<file path="src/rtl/cnn_layer_accel_octo_sched_pkg.sv">
// rtl/cnn_layer_accel_octo_sched_pkg.sv - shared types and sizing for the octo input scheduler
package cnn_layer_accel_octo_sched_pkg;

  typedef enum logic [2:0] {
    ST_IDLE,
    ST_NEW_MAP,
    ST_SEQ_LOAD,
    ST_GAP,
    ST_PIX_LOAD,
    ST_DONE
  } sched_state_t;

  localparam int C_DIM_WIDTH_DEF = 10;

  // rows*cols needs twice the width of a single dimension
  function automatic int pix_cnt_width(input int dim_width);
    return 2 * dim_width;
  endfunction

  localparam int C_PIX_CNT_WIDTH = pix_cnt_width(C_DIM_WIDTH_DEF);

endpackage

</file>
<file path="src/rtl/cnn_layer_accel_octo_input_sched.sv">
// rtl/cnn_layer_accel_octo_input_sched.sv - sequences new_map, seq words and pixels onto the shared datain bus
module cnn_layer_accel_octo_input_sched
  import cnn_layer_accel_octo_sched_pkg::*;
#(
  parameter int C_PIXEL_WIDTH    = 16,
  parameter int C_SEQ_DATA_WIDTH = 14,
  parameter int C_DIM_WIDTH      = C_DIM_WIDTH_DEF,
  parameter int C_SEQ_CNT_WIDTH  = 16
) (
  input  logic                       clk,
  input  logic                       rst,
  input  logic                       start,
  input  logic [C_DIM_WIDTH-1:0]     cfg_num_rows,
  input  logic [C_DIM_WIDTH-1:0]     cfg_num_cols,
  input  logic [C_SEQ_CNT_WIDTH-1:0] cfg_seq_count,
  output logic                       busy,
  output logic                       done,
  input  logic [C_SEQ_DATA_WIDTH-1:0] seq_in_data,
  input  logic                       seq_in_valid,
  output logic                       seq_in_rdy,
  input  logic [C_PIXEL_WIDTH-1:0]   pix_in_data,
  input  logic                       pix_in_valid,
  output logic                       pix_in_rdy,
  output logic                       new_map,
  output logic                       seq_datain_tag,
  input  logic                       seq_datain_rdy,
  output logic                       pixel_datain_tag,
  input  logic                       pixel_datain_rdy,
  output logic [C_PIXEL_WIDTH-1:0]   datain,
  output logic                       datain_valid
);

  localparam int PCW = pix_cnt_width(C_DIM_WIDTH);

  sched_state_t state, state_nxt;

  logic [C_SEQ_CNT_WIDTH-1:0] seq_cnt, seq_total;
  logic [PCW-1:0]             pix_cnt, pix_total;
  logic                       seq_xfer, pix_xfer, seq_last, pix_last;

  assign seq_xfer = (state == ST_SEQ_LOAD) && seq_in_valid && seq_datain_rdy;
  assign pix_xfer = (state == ST_PIX_LOAD) && pix_in_valid && pixel_datain_rdy;
  assign seq_last = (seq_cnt == seq_total - C_SEQ_CNT_WIDTH'(1));
  assign pix_last = (pix_cnt == pix_total - PCW'(1));

  always_ff @(posedge clk) begin
    if (rst) begin
      state <= ST_IDLE;
    end else begin
      state <= state_nxt;
    end
  end

  always_comb begin
    state_nxt = state;
    case (state)
      ST_IDLE:     if (start) state_nxt = ST_NEW_MAP;
      ST_NEW_MAP:  state_nxt = (seq_total != '0) ? ST_SEQ_LOAD : ST_GAP;
      ST_SEQ_LOAD: if (seq_xfer && seq_last) state_nxt = ST_GAP;
      ST_GAP:      state_nxt = (pix_total != '0) ? ST_PIX_LOAD : ST_DONE;
      ST_PIX_LOAD: if (pix_xfer && pix_last) state_nxt = ST_DONE;
      ST_DONE:     state_nxt = ST_IDLE;
      default:     state_nxt = ST_IDLE;
    endcase
  end

  // Config is captured only on an accepted start; later changes wait for the next load
  always_ff @(posedge clk) begin
    if (rst) begin
      seq_cnt   <= '0;
      pix_cnt   <= '0;
      seq_total <= '0;
      pix_total <= '0;
    end else begin
      if (state == ST_IDLE && start) begin
        seq_total <= cfg_seq_count;
        pix_total <= PCW'(cfg_num_rows) * PCW'(cfg_num_cols);
        seq_cnt   <= '0;
        pix_cnt   <= '0;
      end
      if (seq_xfer) seq_cnt <= seq_cnt + C_SEQ_CNT_WIDTH'(1);
      if (pix_xfer) pix_cnt <= pix_cnt + PCW'(1);
    end
  end

  always_comb begin
    busy             = (state != ST_IDLE);
    done             = 1'b0;
    new_map          = 1'b0;
    seq_datain_tag   = 1'b0;
    pixel_datain_tag = 1'b0;
    seq_in_rdy       = 1'b0;
    pix_in_rdy       = 1'b0;
    datain           = '0;
    datain_valid     = 1'b0;
    case (state)
      ST_NEW_MAP: new_map = 1'b1;
      ST_SEQ_LOAD: begin
        seq_datain_tag = 1'b1;
        datain         = C_PIXEL_WIDTH'(seq_in_data);
        datain_valid   = seq_in_valid;
        seq_in_rdy     = seq_datain_rdy;
      end
      ST_PIX_LOAD: begin
        pixel_datain_tag = 1'b1;
        datain           = pix_in_data;
        datain_valid     = pix_in_valid;
        pix_in_rdy       = pixel_datain_rdy;
      end
      ST_DONE: done = 1'b1;
      default: ;
    endcase
  end

endmodule

</file>
<file path="config.mk">
export PLATFORM = sky130hd
export DESIGN_NAME = cnn_layer_accel_octo_input_sched
export DESIGN_NICKNAME = d
export VERILOG_FILES = /design/src/rtl/cnn_layer_accel_octo_sched_pkg.sv /design/src/rtl/cnn_layer_accel_octo_input_sched.sv
export SDC_FILE = /design/constraint.sdc
export NUM_CORES = 1
export LEC_CHECK = 0
export ABC_AREA = 1
export CORE_MARGIN = 2
export CORE_UTILIZATION = 45
export DETAILED_ROUTE_END_ITERATION = 7
export GPL_TIMING_DRIVEN = 0
export MAX_ROUTING_LAYER = met4
export PLACE_DENSITY = 0.66
export SKIP_CTS_REPAIR_TIMING = 1
export SLEW_MARGIN = 20
export SYNTH_ARGS = -nofsm -noshare
export SYNTH_HDL_FRONTEND = slang
export SYNTH_SLANG_ARGS = --single-unit
</file>
<file path="constraint.sdc">
create_clock -name clk -period 8.8 [get_ports clk]
set_input_delay 2.64 -clock clk [delete_from_list [all_inputs] [get_ports clk]]
set_output_delay 2.64 -clock clk [all_outputs]
set_load 0.005 [all_outputs]
</file>
==> qor.tcl, run 1 <==
set qor(status) {completed}
set qor(layout.core_utilization_pct) 53.0
set qor(dpl.hpwl_um) 17200
set qor(period_share_pct) 84.1
set qor(primary_ff_master_synth) {sky130_fd_sc_hd__dfxtp_1}
set qor(wl_um) 21100
set qor(worst_setup_path_startpoint) {cfg_num_rows[0]}
set qor(worst_hold_startpoint) {pix_cnt[18]}
set qor(netlist_area_um2) 8210
set qor(drcViolationCount) 0
set qor(final-setup-viol-count) 0
set qor(rsz_0062_raised_after_global_routing) {no}
set qor(mostFrequentLayoutCells) {289 x sky130_fd_sc_hd__nand2_1, 230 x sky130_fd_sc_hd__inv_1, 81 x sky130_fd_sc_hd__nor2_1, 76 x sky130_fd_sc_hd__a21oi_1}
set qor(synthCells) 1196
set qor(report.final.hold_viol_count) 0
set qor(worst_pin_slew_ns) 0.744
set qor(die_width_um) 139
set qor(layout-drive-gt1-share_pct) 4.35
set qor(path_clk_slew_ns) 0.06
set qor(globalRouteOverflowTotal) 0
set qor(area_delta_synth_final_pct) 16.0
set qor(maxSlewHeadroom_pct) 50.4
set qor(design.portCount) 97
set qor(detail_route.first_pass.iterations) 5
set qor(critical_path_peak_fanout) 10
set qor(worst_setup_skew_after_layout_ns) 0.00814
set qor(grt_max_degree) 15
set qor(antenna_found_initial) 0
set qor(r2r_slack_ns) 6.59
set qor(hold_class) {register to register}
set qor(peakVddDrop_uv) 150
set qor(post_synth_edffs) 0
set qor(synth.lib_cells_used.distinct) 48
set qor(drt-vias-per-instance) 5.09
set qor(critical_path.endpoint_type) {register}
set qor(nFillCells) 1799
set qor(commonest_non_fill_non_tap_cell_in_the_layout) {sky130_fd_sc_hd__nand2_1}
set qor(cellPowerDensity_nw_per_um2) 229
set qor(final_stage_net_count) 1476
set qor(static-leakage-power_nw) 4.81
set qor(synth-async-reset-ratio_pct) 0
set qor(core_um2) 18000
set qor(numCtsBuffers) 9
set qor(clockBufferDepth) 2
set qor(clock_tree_from_tritoncts) {built}
set qor(ys_seq_area_share_pct) 18.3
set qor(detailroute.via_count) 7719
set qor(io_buffers) 75
set qor(crit_path_start_kind) {input port}
set qor(first_iter_violations) 430
set qor(layout_min_cycle_time_ns) 7.40
set qor(report.final.slew_viol_count) 0
set qor(syn-mean-instance-area_um2) 6.87
set qor(fin_setup_tns_ns) 0
set qor(cts_max_level) 3
set qor(vertical_die_dimension_um) 139
set qor(max_cap_violation_count) 0
set qor(synth-seq-cells) 75
set qor(diode_count) 0
set qor(cts_root_buf) {sky130_fd_sc_hd__clkbuf_16}
set qor(initial_utilization_pct) 45.7
set qor(gp_congestion) 0.875
set qor(synth-warning-count) 0
set qor(fmax_mhz) 135
set qor(route.antenna.remaining_nets) 0
set qor(cts.sinks) 75
set qor(r2r-start) {pix_total[0]}
set qor(synth_nets) 1390
set qor(cp.arrival_ns) 7.68
set qor(placementRows) 49
set qor(grt_pass1_vias) 7291
set qor(grt_first_pass_wirelength_um) 36300
set qor(timing_worst_setup_path_type) {input port to register}
set qor(track_usage_pct) 23.3
set qor(worst-endpoint-required_ns) 9.09
set qor(floorplan.die_area_um2) 19400
set qor(insertion_delay_ns) 0.35
set qor(wl_per_cell_um) 13.9
[kinds of logic (layout without fill, tap and decap cells)]
group | after synthesis | after routing | synth area share (%)
AND/OR/NAND/NOR | 490 | 490 | 26.3
buffers and inverters | 277 | 368 | 12.7
AO/OA/AOI/OAI | 180 | 180 | 13.0
adder cells (fa/ha/maj) | 121 | 121 | 24.1
flip-flops | 75 | 75 | 18.3
XOR/XNOR | 52 | 52 | 5.54
multiplexers | 1 | 1 | 0.122
[power breakdown]
group / switching [W] / internal (W)
Clock: 0.000151 / 0.000192
Combinational: 0.000867 / 0.000539
Sequential: 0.0000520 / 0.000385
Total: 0.00107 / 0.00112
[through the flow]
stage               power, W  hold slack, ns  cells  area (µm²)  worst slack (ns)
finish               0.00219           0.483   1516        9530              1.40
floorplan            0.00149           0.448   1196        8210              1.69
global placement     0.00183           0.472   1500        9250              1.17
CTS                  0.00219           0.492   1516        9530              1.45
detailed placement   0.00184           0.484   1500        9250              1.11
global route         0.00245           0.513   1516        9530              1.06
[area by class of cell]
class,count,area (µm²),share of cell area (%)
buffer,41,156,1.64
sequential,75,1500,15.8
timing repair buffer,75,751,7.88
multi-input combinational,844,5670,59.5
clock buffer,9,225,2.36
inverter,236,886,9.30
clock inverter,7,52.6,0.551
tap,229,287,3.01
[flip-flops by register name (all words and copies together), names as in the netlist]
signal and count:
pix_total 20, pix_cnt 20, seq_cnt 16, seq_total 16, state 3
[final timing paths]
check / to / cells past startpoint
worst max-delay path: pix_total[13] / 20
worst min-delay path: pix_cnt[18] / 2
worst max register to register: state[0] / 14
worst min register to register: pix_cnt[18] / 2
[Yosys cell counts, types with 3 or more instances]
| master | n | area share, % |
|---|---|---|
| sky130_fd_sc_hd__nor3_1 | 10 | 0.61 |
| sky130_fd_sc_hd__xnor2_1 | 27 | 2.9 |
| sky130_fd_sc_hd__nand2_2 | 6 | 0.46 |
| sky130_fd_sc_hd__nand4_1 | 15 | 1.1 |
| sky130_fd_sc_hd__o21bai_1 | 7 | 0.64 |
| sky130_fd_sc_hd__o21a_1 | 3 | 0.27 |
| sky130_fd_sc_hd__nor2_1 | 81 | 3.7 |
| sky130_fd_sc_hd__xor2_1 | 25 | 2.7 |
| sky130_fd_sc_hd__clkbuf_1 | 34 | 1.6 |
| sky130_fd_sc_hd__nor2_2 | 5 | 0.38 |
| sky130_fd_sc_hd__a31oi_1 | 3 | 0.23 |
| sky130_fd_sc_hd__nor3_2 | 4 | 0.49 |
| sky130_fd_sc_hd__inv_1 | 230 | 11 |
| sky130_fd_sc_hd__nand2_1 | 289 | 13 |
| sky130_fd_sc_hd__fa_1 | 62 | 15 |
| sky130_fd_sc_hd__nand3b_1 | 4 | 0.37 |
| sky130_fd_sc_hd__or2_2 | 3 | 0.23 |
| sky130_fd_sc_hd__o21ai_0 | 41 | 2.5 |
| sky130_fd_sc_hd__inv_2 | 5 | 0.23 |
| sky130_fd_sc_hd__buf_1 | 5 | 0.23 |
| sky130_fd_sc_hd__nand3_1 | 58 | 3.5 |
| sky130_fd_sc_hd__dfxtp_1 | 75 | 18 |
| sky130_fd_sc_hd__a211oi_1 | 4 | 0.37 |
| sky130_fd_sc_hd__o21ai_1 | 8 | 0.49 |
| sky130_fd_sc_hd__a21o_1 | 3 | 0.27 |
| sky130_fd_sc_hd__a221oi_1 | 6 | 0.64 |
| sky130_fd_sc_hd__a22o_1 | 14 | 1.5 |
| sky130_fd_sc_hd__nor2_4 | 6 | 0.82 |
| sky130_fd_sc_hd__a21oi_1 | 76 | 4.6 |
| sky130_fd_sc_hd__o211ai_1 | 5 | 0.46 |
| sky130_fd_sc_hd__ha_1 | 59 | 9.0 |
[worst max-delay path: stages]
cell	delay [ns]
sky130_fd_sc_hd__clkbuf_1	0.44
sky130_fd_sc_hd__nand2_1	0.17
sky130_fd_sc_hd__fa_1	0.54
sky130_fd_sc_hd__fa_1	0.54
sky130_fd_sc_hd__inv_1	0.05
sky130_fd_sc_hd__fa_1	0.50
sky130_fd_sc_hd__fa_1	0.57
sky130_fd_sc_hd__inv_1	0.07
sky130_fd_sc_hd__fa_1	0.53
sky130_fd_sc_hd__inv_1	0.04
sky130_fd_sc_hd__ha_1	0.37
sky130_fd_sc_hd__nand2_1	0.11
sky130_fd_sc_hd__nor2_1	0.19
sky130_fd_sc_hd__inv_1	0.06
sky130_fd_sc_hd__o21ai_1	0.27
sky130_fd_sc_hd__nand3_1	0.16
sky130_fd_sc_hd__a21o_1	0.18
sky130_fd_sc_hd__nand3_1	0.06
sky130_fd_sc_hd__o211ai_1	0.09
sky130_fd_sc_hd__inv_1	0.08
[layer usage]
metal / GRT usage, % / vias to the layer above / wire length (µm)
met1: 33.1 / 3550 / 10500
met2: 35.4 / 213 / 9160
met4: 4.47 / 0 / 185
met5: - / - / 0
met3: 3.90 / 19 / 1200
li1: - / 3937 / -
No activity file was read; power rests on OpenSTA's default activity.
==> run 2: changes to the inputs <==
--- a/config.mk
+++ b/config.mk
@@ -11,7 +11,7 @@
 export DETAILED_ROUTE_END_ITERATION = 7
 export GPL_TIMING_DRIVEN = 0
 export MAX_ROUTING_LAYER = met4
-export PLACE_DENSITY = 0.66
+export PLACE_DENSITY = 0.69
 export SKIP_CTS_REPAIR_TIMING = 1
 export SLEW_MARGIN = 20
 export SYNTH_ARGS = -nofsm -noshare
==> constraint.sdc (replaced) <==
create_clock -name clk -period 6 [get_ports clk]
set_input_delay 1.8 -clock clk [delete_from_list [all_inputs] [get_ports clk]]
set_output_delay 1.8 -clock clk [all_outputs]
set_load 0.005 [all_outputs]
==> run 2 against run 1 <==
Net effect: non-clock buffer count rose by 4; design area rose by 5.2%; utilization rose by 2.7 points; sequential share of layout area fell by 0.77 points; global-route usage rose by 0.10 points; critical path type unchanged; highest routed layer unchanged.
==> qor.tcl, run 2 (synthesis gave the netlist of run 1 again) <==
set qor(status) {completed} ;# unchanged
set qor(grt_pass1_vias) 7620 ;# was 7291
set qor(crit_path_start_kind) {input port} ;# unchanged
set qor(placementRows) 49 ;# unchanged
set qor(cts_max_level) 3 ;# unchanged
set qor(fin_worst_hold_slack_ns) 0.483 ;# about the same
set qor(clockBufferDepth) 2 ;# unchanged
set qor(cts_root_buf) {sky130_fd_sc_hd__clkbuf_16} ;# unchanged
set qor(preCtsSetupSlack_ns) -0.551 ;# was 1.11 ns
set qor(globalRouteMet2Util_pct) 37.0 ;# was 35.4%
set qor(insertion_delay_ns) 0.33 ;# was 0.35 ns
set qor(grt_max_degree) 13 ;# was 15
set qor(wl_per_cell_um) 14.3 ;# was 13.9 µm
set qor(peakVddDrop_uv) 285 ;# was 150 µV
set qor(globalRouteMet1Util_pct) 32.3 ;# was 33.1%
set qor(layout-drive-gt1-share_pct) 9.06 ;# was 4.35%
set qor(initial_utilization_pct) 45.7 ;# unchanged
set qor(maxSlewHeadroom_pct) 50.4 ;# about the same
set qor(static-leakage-power_nw) 5.00 ;# was 4.81 nW
set qor(first_iter_violations) 548 ;# was 430
set qor(cp.arrival_ns) 6.10 ;# was 7.68 ns
set qor(final_stage_net_count) 1480 ;# was 1476
set qor(design.portCount) 97 ;# unchanged
set qor(mostFrequentLayoutCells) {281 x sky130_fd_sc_hd__nand2_1, 227 x sky130_fd_sc_hd__inv_1, 79 x sky130_fd_sc_hd__nor2_1, 75 x sky130_fd_sc_hd__clkdlybuf4s50_1, 75 x sky130_fd_sc_hd__dfxtp_1} ;# was 289 x sky130_fd_sc_hd__nand2_1, 230 x sky130_fd_sc_hd__inv_1, 81 x sky130_fd_sc_hd__nor2_1, 76 x sky130_fd_sc_hd__a21oi_1
set qor(area_delta_synth_final_pct) 22.0 ;# was 16.0%
set qor(detail_route.first_pass.iterations) 5 ;# unchanged
set qor(worst_setup_skew_after_layout_ns) 0.00477 ;# was 0.00814 ns
set qor(multi_input_comb_area_um2) 5880 ;# was 5670 µm²
set qor(worst_pin_slew_ns) 0.744 ;# about the same
set qor(hold_depth) 2 ;# unchanged
set qor(worst_hold_startpoint) {pix_cnt[18]} ;# unchanged
set qor(gp_congestion) 0.945 ;# was 0.875
set qor(seqCellArea_um2) 1500 ;# unchanged
set qor(worst-endpoint-required_ns) 6.28 ;# was 9.09 ns
set qor(largest_registers) {pix_cnt (20), pix_total (20)} ;# unchanged
set qor(power_w) 0.00370 ;# was 0.00219 W
set qor(detailroute.via_count) 7868 ;# was 7719
set qor(report.final.slew_viol_count) 0 ;# unchanged
set qor(die_width_um) 139 ;# unchanged
set qor(drt-vias-per-instance) 5.18 ;# was 5.09
set qor(vertical_die_dimension_um) 139 ;# unchanged
set qor(report.final.hold_viol_count) 0 ;# unchanged
set qor(timing.reg2reg.worst_path_depth) 14 ;# unchanged
set qor(worst_setup_path_startpoint) {cfg_num_cols[1]} ;# was cfg_num_rows[0]
set qor(layout_setup_ws_ns) 0.177 ;# was 1.40 ns
set qor(nFillCells) 1746 ;# was 1799
set qor(layout.core_utilization_pct) 55.8 ;# was 53.0%
set qor(globalRouteMet3Util_pct) 3.76 ;# was 3.90%
set qor(track_usage_pct) 23.4 ;# was 23.3%
set qor(diode_count) 0 ;# unchanged
set qor(core_um2) 18000 ;# unchanged
set qor(period_share_pct) 97.1
set qor(layout_min_cycle_time_ns) 5.82
set qor(commonest_non_fill_non_tap_cell_in_the_layout) {sky130_fd_sc_hd__nand2_1} ;# unchanged
set qor(fmax_mhz) 172
set qor(grt.busiest_layer) {met2} ;# unchanged
set qor(globalRouteOverflowTotal) 0 ;# unchanged
set qor(fin_setup_tns_ns) 0 ;# unchanged
set qor(io_buffers) 75 ;# unchanged
set qor(floorplan.die_area_um2) 19400 ;# unchanged
set qor(grt_first_pass_wirelength_um) 36800 ;# was 36300 µm
set qor(numCtsBuffers) 9 ;# unchanged
set qor(critical_path.endpoint_type) {register} ;# unchanged
set qor(drcViolationCount) 0 ;# unchanged
set qor(final-setup-viol-count) 0 ;# unchanged
set qor(r2r-start) {pix_total[0]} ;# unchanged
set qor(dpl.hpwl_um) 17300 ;# was 17200 µm
set qor(timing_worst_setup_path_type) {input port to register} ;# unchanged
set qor(cts.sinks) 75 ;# unchanged
set qor(route.antenna.remaining_nets) 0 ;# unchanged
set qor(path_clk_slew_ns) 0.06 ;# about the same
set qor(hold_class) {register to register} ;# unchanged
set qor(clock_tree_from_tritoncts) {built} ;# unchanged
set qor(antenna_found_initial) 0 ;# unchanged
set qor(cellPowerDensity_nw_per_um2) 369 ;# was 229 nW/µm²
set qor(critical_path_peak_fanout) 10 ;# unchanged
set qor(max_cap_violation_count) 0 ;# unchanged
set qor(wl_um) 21700 ;# was 21100 µm
[run 2: final cells by class]
type,instances,area share [%]
multi-input cells,844,58.7
flip-flops and latches,75,15.0
inverters,236,8.84
repair buffers,79,7.79
plain buffers,41,3.38
well taps,229,2.86
clock buffers,13,2.80
clock inverters,3,0.674
[run 2: per-stage QoR]
step	area [µm²]	instances
6_report	10000	1520
5_1_grt	10000	1520
4_1_cts	9700	1516
3_5_place_dp	9350	1500
3_3_place_gp	9350	1500
2_1_floorplan	8310	1196
[run 2: layer usage]
metal | vias to the layer above | wire [µm]
met4 | 0 | 236
met3 | 24 | 1330
met1 | 3686 | 10300
li1 | 3934 | -
met2 | 224 | 9870
met5 | - | 0
[run 2: power breakdown]
| group | internal [W] | switching (W) | leakage [nW] |
|---|---|---|---|
| clock network | 0.000410 | 0.000210 | 0.168 |
| logic | 0.00101 | 0.00143 | 4.22 |
| registers | 0.000564 | 0.0000792 | 0.612 |
| total | 0.00198 | 0.00172 | 5.00 |
[run 2: worst max-delay path: stages]
cell and delay [ns]:
sky130_fd_sc_hd__buf_12 0.11, sky130_fd_sc_hd__nand2_2 0.06, sky130_fd_sc_hd__fa_1 0.54, sky130_fd_sc_hd__inv_2 0.04
sky130_fd_sc_hd__fa_1 0.47, sky130_fd_sc_hd__inv_1 0.05, sky130_fd_sc_hd__fa_1 0.47, sky130_fd_sc_hd__inv_1 0.05
sky130_fd_sc_hd__fa_1 0.49, sky130_fd_sc_hd__inv_2 0.04, sky130_fd_sc_hd__fa_1 0.51, sky130_fd_sc_hd__inv_2 0.05
sky130_fd_sc_hd__ha_4 0.25, sky130_fd_sc_hd__a21o_1 0.20, sky130_fd_sc_hd__a31oi_2 0.21, sky130_fd_sc_hd__nand2_1 0.09
sky130_fd_sc_hd__nand2_2 0.07, sky130_fd_sc_hd__nand3_2 0.09, sky130_fd_sc_hd__or2_0 0.23, sky130_fd_sc_hd__nand3_1 0.09
sky130_fd_sc_hd__o211ai_1 0.09, sky130_fd_sc_hd__inv_1 0.08
[run 2: path summary, 6_finish.rpt]
kind | end | slack (ns)
max reg2reg | state[0] | 3.82
min reg2reg | pix_cnt[18] | 0.48
max | pix_total[19] | 0.18
min | pix_cnt[18] | 0.48
==> run 3: changes to the inputs <==
--- a/config.mk
+++ b/config.mk
@@ -12,8 +12,6 @@
 export GPL_TIMING_DRIVEN = 0
 export MAX_ROUTING_LAYER = met4
 export PLACE_DENSITY = 0.69
-export SKIP_CTS_REPAIR_TIMING = 1
-export SLEW_MARGIN = 20
 export SYNTH_ARGS = -nofsm -noshare
 export SYNTH_HDL_FRONTEND = slang
 export SYNTH_SLANG_ARGS = --single-unit
==> run 3 against run 2 <==
Net effect: utilization shrank 0.056 points; wire length about the same; combinational power about the same; clock skew fell by 0.0017 ns; critical path type unchanged.
==> qor.tcl, run 3 (synthesis gave the netlist of run 1 again) <==
set qor(status) {completed} ;# unchanged
set qor(p_switching_w) 0.00173 ;# was 0.00172 W
set qor(peakVddDrop_uv) 284 ;# was 285 µV
set qor(worst_hold_path.endpoint) {pix_cnt[18]} ;# unchanged
set qor(rsz_0062_raised_after_global_routing) {no}
set qor(antenna_found_initial) 0 ;# unchanged
set qor(grt_first_pass_wirelength_um) 36900 ;# was 36800 µm
set qor(report.final.hold_viol_count) 0 ;# unchanged
set qor(worst_pin_slew_ns) 0.741 ;# was 0.744 ns
set qor(floorplan.die_area_um2) 19400 ;# unchanged
set qor(drt-vias-per-instance) 5.18 ;# about the same
set qor(wl_um) 21700 ;# about the same
set qor(crit_path_start_kind) {input port} ;# unchanged
set qor(insertion_delay_ns) 0.33 ;# about the same
set qor(max_cap_violation_count) 0 ;# unchanged
set qor(fin_worst_hold_slack_ns) 0.486 ;# was 0.483 ns
set qor(clockBufferDepth) 2 ;# unchanged
set qor(fin_setup_tns_ns) 0 ;# unchanged
set qor(dpl.hpwl_um) 17300 ;# unchanged
set qor(path_clk_slew_ns) 0.06 ;# about the same
set qor(final_stage_net_count) 1479 ;# was 1480
set qor(critical_path.endpoint_type) {register} ;# unchanged
set qor(layout.cells.non_filler) 1519 ;# was 1520
set qor(cellPowerDensity_nw_per_um2) 371 ;# was 369 nW/µm²
set qor(power.share.sequential_pct) 17.3 ;# was 17.4%
set qor(report.final.slew_viol_count) 0 ;# unchanged
set qor(largest_registers) {pix_cnt (20), pix_total (20)} ;# unchanged
set qor(route.antenna.remaining_nets) 0 ;# unchanged
set qor(layout-drive-gt1-share_pct) 9.15 ;# was 9.06%
set qor(mostFrequentLayoutCells) {279 x sky130_fd_sc_hd__nand2_1, 227 x sky130_fd_sc_hd__inv_1, 79 x sky130_fd_sc_hd__nor2_1, 75 x sky130_fd_sc_hd__clkdlybuf4s50_1, 75 x sky130_fd_sc_hd__dfxtp_1} ;# was 281 x sky130_fd_sc_hd__nand2_1, 227 x sky130_fd_sc_hd__inv_1, 79 x sky130_fd_sc_hd__nor2_1, 75 x sky130_fd_sc_hd__clkdlybuf4s50_1, 75 x sky130_fd_sc_hd__dfxtp_1
set qor(worst_setup_skew_after_layout_ns) 0.00308 ;# was 0.00477 ns
set qor(io_buffers) 75 ;# unchanged
set qor(cts.sinks) 75 ;# unchanged
set qor(worst_path_max_delay_cell) {sky130_fd_sc_hd__fa_1} ;# unchanged
set qor(period_share_pct) 97.2 ;# was 97.1%
set qor(cts_max_level) 3 ;# unchanged
set qor(gp_congestion) 0.945 ;# unchanged
set qor(layout_min_cycle_time_ns) 5.83 ;# was 5.82 ns
set qor(critical_path_cell_list) {buf_4, nand2_1, inv_1, fa_2, fa_1, inv_1, fa_1, inv_1, fa_1, inv_2, fa_1, inv_2, ha_4, a21o_1, a31oi_2, nand2_1, nand2_2, nand3_2, or2_0, nand3_1, o211ai_1, inv_1} ;# was buf_12, nand2_2, fa_1, inv_2, fa_1, inv_1, fa_1, inv_1, fa_1, inv_2, fa_1, inv_2, ha_4, a21o_1, a31oi_2, nand2_1, nand2_2, nand3_2, or2_0, nand3_1, o211ai_1, inv_1
set qor(static-leakage-power_nw) 4.99 ;# was 5.00 nW
set qor(commonest_non_fill_non_tap_cell_in_the_layout) {sky130_fd_sc_hd__nand2_1} ;# unchanged
set qor(track_usage_pct) 23.5 ;# was 23.4%
set qor(placementRows) 49 ;# unchanged
set qor(clock_tree_from_tritoncts) {built} ;# unchanged
set qor(p_comb_share_pct) 66.0 ;# was 65.9%
set qor(grt_max_degree) 13 ;# unchanged
set qor(globalRouteOverflowTotal) 0 ;# unchanged
set qor(maxSlewHeadroom_pct) 50.6 ;# was 50.4%
set qor(worst_hold_startpoint) {pix_cnt[18]} ;# unchanged
set qor(power.internal_w) 0.00198 ;# about the same
set qor(numPlacedInstances) 1500 ;# unchanged
set qor(diode_count) 0 ;# unchanged
set qor(initial_utilization_pct) 45.7 ;# unchanged
set qor(timing.reg2reg.worst_path_depth) 14 ;# unchanged
set qor(r2r-end) {state[0]} ;# unchanged
set qor(final-setup-viol-count) 0 ;# unchanged
set qor(cp.arrival_ns) 6.11 ;# was 6.10 ns
set qor(area_delta_synth_final_pct) 21.9 ;# was 22.0%
set qor(layout.core_utilization_pct) 55.7 ;# was 55.8%
set qor(wl_per_cell_um) 14.3 ;# about the same
set qor(hold_class) {register to register} ;# unchanged
set qor(core_um2) 18000 ;# unchanged
set qor(power_w) 0.00371 ;# was 0.00370 W
set qor(detail_route.first_pass.iterations) 5 ;# unchanged
set qor(worst-endpoint-required_ns) 6.28 ;# about the same
set qor(timing_worst_setup_path_type) {input port to register} ;# unchanged
set qor(grt_pass1_vias) 7621 ;# was 7620
set qor(numCtsBuffers) 9 ;# unchanged
set qor(die_width_um) 139 ;# unchanged
set qor(p_sw_share_pct) 46.7 ;# was 46.4%
set qor(clkPwrFrac_pct) 16.7 ;# about the same
set qor(hold_depth) 2 ;# unchanged
set qor(detailroute.via_count) 7876 ;# was 7868
set qor(vertical_die_dimension_um) 139 ;# unchanged
set qor(r2r_slack_ns) 3.79 ;# was 3.82 ns
set qor(critPathMaxStageDelay_ns) 0.54 ;# about the same
set qor(r2r-start) {pix_total[0]} ;# unchanged
set qor(drcViolationCount) 0 ;# unchanged
set qor(fmax_mhz) 171 ;# was 172 MHz
set qor(cts_hold_buffers) 0
set qor(critical_path_peak_fanout) 10 ;# unchanged
set qor(design.portCount) 97 ;# unchanged
set qor(cts_root_buf) {sky130_fd_sc_hd__clkbuf_16} ;# unchanged
set qor(first_iter_violations) 513 ;# was 548
run 3: cell type report:
class                   count  area (µm²)
flip-flops and latches     75        1500
well taps                 229         287
clock inverters             3        67.6
plain buffers              41         332
inverters                 236         886
clock buffers              13         280
repair buffers             78         773
multi-input cells         844        5880
fillers                  1744        7950
run 3: how the worst max path moves through the flow:
| stage | slack (ns) | from | end | cells after the start |
|---|---|---|---|---|
| finish | 0.17 | cfg_num_rows[3] | pix_total[19] | 22 |
| global route | 0.004 | cfg_num_rows[3] | pix_total[19] | 17 |
| CTS | -0.008 | cfg_num_rows[0] | pix_total[19] | 21 |
| detailed placement | -0.55 | cfg_num_cols[4] | pix_total[19] | 21 |
| global placement | -0.51 | cfg_num_cols[4] | pix_total[19] | 21 |
| floorplan | -0.003 | cfg_num_cols[4] | pix_total[13] | 20 |
run 3: repair_timing:
action | 4_1_cts | 5_1_grt
gates resized for setup | 10 | 92
buffers inserted | 0 | 3
pin swaps | 0 | 22
setup endpoints to repair | 6 | 10
run 3: power by group through the flow:
stage	registers [W]	clock network, W	logic [W]
final	0.000643	0.000620	0.00245
after global routing	0.000652	0.000647	0.00275
after CTS	0.000641	0.000627	0.00215
after detailed placement	0.000651	0	0.00209
after global placement	0.000651	0	0.00207
after floorplan	0.000628	0	0.00161
run 3: per-layer routing:
metal	vias up	track usage, %	part of all wire, %
li1	3936	-	-
met1	3676	32.5	48
met2	233	37.0	45
met3	31	3.56	6.0
met4	0	4.36	1.2
met5	-	-	0
run 3: worst max-delay path: cells and delay by family:
kind,cells,cell delay (ns)
simple gates,6,0.63
fa+ha+maj,6,2.67
compound gates,3,0.51
buf+inv,7,0.48
run 3: through the flow:
stage          worst slack [ns]  instance area (µm²)
6_report                  0.168                10000
5_1_grt                 0.00397                10000
4_1_cts                -0.00775                 9730
3_5_place_dp             -0.551                 9350
3_3_place_gp             -0.512                 9350
2_1_floorplan          -0.00294                 8310
